==> src/rtl/uart_tx_ctrl.sv <==
// UART transmit sequencer feeding the TX_mux: start, 8 data bits LSB first, parity, stop.
// All mux controls come straight from flops so the serial line never glitches.
module uart_tx_ctrl #(
  parameter int CLKS_PER_BIT = 16,
  parameter bit PARITY_ODD   = 1'b0
) (
  input  logic       clk,
  input  logic       rst_n,
  input  logic       tx_start,
  input  logic [7:0] tx_data,
  output logic       tx_busy,
  output logic       tx_done,
  output logic [1:0] sel,
  output logic       startbit,
  output logic       databit,
  output logic       paritybit,
  output logic       stopbit
);

  localparam int CW = (CLKS_PER_BIT > 1) ? $clog2(CLKS_PER_BIT) : 1;
  localparam logic [CW-1:0] BAUD_TC = CW'(CLKS_PER_BIT - 1);

  typedef enum logic [2:0] {
    S_IDLE   = 3'd0,
    S_START  = 3'd1,
    S_DATA   = 3'd2,
    S_PARITY = 3'd3,
    S_STOP   = 3'd4
  } state_e;

  function automatic logic parity_of(input logic [7:0] d, input logic odd);
    return (^d) ^ odd;
  endfunction

  state_e        state_q, state_d;
  logic [CW-1:0] baud_q, baud_d;
  logic [2:0]    bit_q, bit_d;
  logic [7:0]    shift_q, shift_d;
  logic          par_q, par_d;
  logic [1:0]    sel_q, sel_d;
  logic          busy_q, busy_d;
  logic          done_q, done_d;
  logic          baud_tc_s;

  // Next-state, datapath and registered-output computation
  always_comb begin
    state_d   = state_q;
    baud_d    = baud_q;
    bit_d     = bit_q;
    shift_d   = shift_q;
    par_d     = par_q;
    done_d    = 1'b0;
    baud_tc_s = (baud_q == BAUD_TC);

    case (state_q)
      S_IDLE: begin
        if (tx_start) begin
          shift_d = tx_data;
          par_d   = parity_of(tx_data, PARITY_ODD);
          state_d = S_START;
        end else begin
          state_d = S_IDLE;
        end
      end
      S_START: begin
        if (baud_tc_s) state_d = S_DATA;
        else           state_d = S_START;
      end
      S_DATA: begin
        if (baud_tc_s) begin
          shift_d = {1'b0, shift_q[7:1]};
          bit_d   = bit_q + 3'd1;
          if (bit_q == 3'd7) state_d = S_PARITY;
          else               state_d = S_DATA;
        end else begin
          state_d = S_DATA;
        end
      end
      S_PARITY: begin
        if (baud_tc_s) state_d = S_STOP;
        else           state_d = S_PARITY;
      end
      S_STOP: begin
        if (baud_tc_s) begin
          state_d = S_IDLE;
          done_d  = 1'b1;
        end else begin
          state_d = S_STOP;
        end
      end
      default: begin
        state_d = S_IDLE;
      end
    endcase

    // Baud count restarts on every bit boundary, including bit-to-bit inside DATA
    if (state_q == S_IDLE || baud_tc_s || state_d != state_q) begin
      baud_d = {CW{1'b0}};
    end else begin
      baud_d = baud_q + {{(CW-1){1'b0}}, 1'b1};
    end

    case (state_d)
      S_START:  sel_d = 2'b00;
      S_DATA:   sel_d = 2'b01;
      S_PARITY: sel_d = 2'b10;
      default:  sel_d = 2'b11;
    endcase

    busy_d = (state_d != S_IDLE);
  end

  // State and output registers
  always_ff @(posedge clk or negedge rst_n) begin
    if (!rst_n) begin
      state_q <= S_IDLE;
      baud_q  <= {CW{1'b0}};
      bit_q   <= 3'd0;
      shift_q <= 8'd0;
      par_q   <= 1'b0;
      sel_q   <= 2'b11;
      busy_q  <= 1'b0;
      done_q  <= 1'b0;
    end else begin
      state_q <= state_d;
      baud_q  <= baud_d;
      bit_q   <= bit_d;
      shift_q <= shift_d;
      par_q   <= par_d;
      sel_q   <= sel_d;
      busy_q  <= busy_d;
      done_q  <= done_d;
    end
  end

  assign tx_busy   = busy_q;
  assign tx_done   = done_q;
  assign sel       = sel_q;
  assign startbit  = 1'b0;
  assign databit   = shift_q[0];
  assign paritybit = par_q;
  assign stopbit   = 1'b1;

endmodule

==> config.mk <==
export PLATFORM = sky130hd
export DESIGN_NAME = uart_tx_ctrl
export DESIGN_NICKNAME = d
export VERILOG_FILES = /design/src/rtl/uart_tx_ctrl.sv
export SDC_FILE = /design/constraint.sdc
export NUM_CORES = 1
export LEC_CHECK = 0
export CORE_MARGIN = 8
export CORE_UTILIZATION = 46
export CTS_CLUSTER_SIZE = 20
export DETAILED_ROUTE_END_ITERATION = 16
export PLACE_DENSITY = 0.86
export SYNTH_ARGS = -nofsm -noshare
export SYNTH_HDL_FRONTEND = slang
export SYNTH_SLANG_ARGS = --single-unit
export TNS_END_PERCENT = 10
==> constraint.sdc <==
create_clock -name clk -period 1.5 [get_ports clk]
set_input_delay 0.3 -clock clk [delete_from_list [all_inputs] [get_ports clk]]
set_output_delay 0.3 -clock clk [all_outputs]
set_load 0.05 [all_outputs]
==> results.md <==
- RR Endpoint: bit_q[2]
- Synth Instances: 96
- Syn Area/Cell: 11.5 µm²
- HP Class: in2async
- Slew Limit Fails: 0
- Setup CP Type: reg2reg
- #FFs+latches synth: 23
- Routed Antenna Nets: 0
- Clock Path Buffers: 2
- Die Y: 64.9 µm
- Worst r2r path cells: 4
- Crit path buffers/inverters: 0
- Post-synth ARST share: 1.00
- Distinct cell type count after synthesis: 33
- Fmax: 0.686 GHz
- CP startpoint kind: flop
- Slowest cell delay on critical path: 0.41 ns
- Final Hold Viols: 0
- Post-DP HPWL: 1590 µm
- RSZ-0062 raised after global routing: true
- Fin Clk Skew: a little under 0.009 ns
- Main synth FF type: dfrtp_1
- Initial Util: 0.492
- Peak supply drop: roughly 1.1 mV
- Total CTS buffers: 3
- Synth Net Count: 110
- Syn. warnings: 0
- Initial antenna violation count: 0
- Die Wd: 64.9 µm
- Worst R2R Start: baud_q[1]
- CP max FO: 6
- Top cell type's share of synthesized area: 0.478
- Reg clk slew, reported paths: 0.13 ns
- CTS H-Tree Depth: 1
- Tcrit/Tclk final: 0.971
- Seq/Total Area, Yosys: 0.526
- Final core utilization: 0.650
- CP Capture Type: flop
- Ant diodes: 0
- Power density over the cells: 1790 nW/µm²
- First-pass DRT Iterations: 4
- Residual DRC: 0
- Required time worst endpoint: between 1.5 and 2 ns
- Vias per inst: around 5.3
- First-pass GRT wire length: between 3000 and 4000 µm
- Final setup fails: 0
- Area Overhead vs Synth: 32.1%
- Total die area: 4210 µm²
- R2r setup slk: about 0.043 ns
- Critical path's top delay family: simple AND/OR/NAND/NOR gates
- Post-Syn Area: 1100 µm²
- # rows: 17
- Worst-path cell chain: ha_4 -> nand3_4 -> or3_4 -> mux2_4
- Area contributors post-synth: dfrtp_1, xnor2_1, dfstp_2
- Slowest stage cell on the critical path: dfrtp_1
- Core area: 2230 µm²
- # hold bufs at CTS: 0
- CTS Sinks: 23
- Total global-route track usage: 0.110
- Pin count of the biggest net entering global routing: 24
- IO Count: 19
- Tmin final: 1.46 ns
- Leading area contributor after synthesis: dfrtp_1
- Port Buffers: 16
- Total power: 2600 µW
- Max-Cap Viols: 0
- WL/cell: 14.4 µm
- Ratio of cells with drive above 1 in the final layout: 0.283
- DR iter-0 viols: 20
- Final WL: about 2100 µm
- Worst path arrival time: 1.67 ns
- Leakage: 0.000624 µW
- Via count: 785
- Grt total ovfl: 0
- NumNets Final: 135
- CTS tree: yes
- Number of global-route vias before repair: between 800 and 900
- Clock Tree Root: clkbuf_4
- Clock latency on the worst-skew pair: around 0.31 ns
- EDFF count, synth: 0
- Status: finished, final reports clean
- Routability-driven placement congestion ratio: 0.802
==> logic make-up after synthesis <==
kind of cell    after synthesis  synth area share
xor+xnor                     12            0.0956
other cells                   2           0.00683
flops                        23             0.526
compound gates               20             0.140
fa+ha+maj                     3            0.0341
mux                           2            0.0239
buf+inv                       8            0.0432
simple gates                 26             0.131
==> worst register-to-register path: stages (launching register included) <==
cell and delay, ns:
dfrtp_1 0.41, ha_4 0.18, nand3_4 0.08, or3_4 0.39, mux2_4 0.31
==> timing repair <==
item / CTS / global route
gates resized for setup: 3 / 3
cloned: 1 / 0
endpoints found under the hold margin: 0 / 0
setup buffers: 0 / 0
setup endpoints to repair: 7 / 11
pin swaps: 1 / 5
==> cells in the mapped netlist, types with 2 or more instances <==
| master | instances |
|---|---|
| dfrtp_1 | 21 |
| xnor2_1 | 11 |
| nor2_1 | 7 |
| o21a_1 | 7 |
| nand2_1 | 4 |
| o22a_1 | 4 |
| ha_1 | 3 |
| nand3_1 | 3 |
| o21ai_0 | 3 |
| o22a_2 | 3 |
| and3_2 | 2 |
| buf_2 | 2 |
| buf_4 | 2 |
| conb_1 | 2 |
| dfstp_2 | 2 |
| inv_1 | 2 |
| nand3b_1 | 2 |
==> layer usage <==
metal | global-route usage | vias up | routed length, µm
met5 | 0 | - | 0
li1 | - | 376 | -
met3 | 0.0395 | 4 | 107
met1 | 0.121 | 387 | 904
met4 | 0.0300 | 0 | 22
met2 | 0.194 | 18 | 1090
==> cell type report <==
type,instances,area [µm²]
Clock buffer,3,22.5
Clock inverter,1,5.00
Fill cell,165,781
Inverter,2,7.51
Multi-Input combinational cell,66,517
Sequential cell,23,578
Tap cell,28,35.0
Timing Repair Buffer,25,288
==> power breakdown <==
group | total (µW) | internal [µW] | switching [µW] | leakage, µW
Sequential | 1100 | 890 | 213 | 0.000274
Combinational | 1220 | 647 | 571 | 0.000331
Clock | 281 | 99.6 | 181 | 0.0000177
Total | 2600 | 1640 | 965 | 0.000624
==> flip-flops by register name (all words and copies together) (netlist names) <==
name / cells
bit_q: 3
tx_done: 1
tx_busy: 1
sel: 2
paritybit: 1
shift_q: 8
state_q: 3
baud_q: 4
==> metrics by stage <==
step,cell area (µm²),instances,worst slack [ns],hold slack (ns),TNS [ns]
6_report,1450,148,0.0430,0.312,0
5_1_grt,1450,148,-0.0206,0.332,-0.0373
4_1_cts,1440,148,-0.00212,0.316,-0.00271
3_5_place_dp,1390,143,-0.0346,0.477,-0.224
3_3_place_gp,1390,143,-0.00223,0.468,-0.00240
2_1_floorplan,1100,96,-0.0333,0.00441,-0.0913
==> worst max-delay path by stage <==
stage          slack [ns]  cells past startpoint         end       from
3_5_place_dp        -0.03                      5  shift_q[6]   tx_start
3_3_place_gp       -0.002                      5  shift_q[2]   tx_start
2_1_floorplan       -0.03                      5    bit_q[2]  baud_q[0]
5_1_grt             -0.02                      5  shift_q[2]  baud_q[0]
6_report             0.04                      4    bit_q[2]  baud_q[1]
4_1_cts            -0.002                      4    bit_q[2]  baud_q[1]
==> placed cells by master, fill, tap and decap left out, types with 2 or more instances in the layout <==
cell | Yosys | final
buf_12 | 0 | 6
buf_4 | 2 | 9
clkbuf_4 | 0 | 3
clkdlybuf4s50_1 | 0 | 10
conb_1 | 2 | 2
dfrtp_1 | 21 | 21
dfstp_2 | 2 | 2
ha_1 | 3 | 2
inv_1 | 2 | 2
nand2_1 | 4 | 3
nand3_1 | 3 | 3
nand3b_1 | 2 | 2
nor2_1 | 7 | 7
o21a_1 | 7 | 7
o21ai_0 | 3 | 3
o22a_1 | 4 | 4
o22a_2 | 3 | 3
or3_4 | 1 | 3
xnor2_1 | 11 | 11
Note: power is estimated with default switching activity, not from simulation.
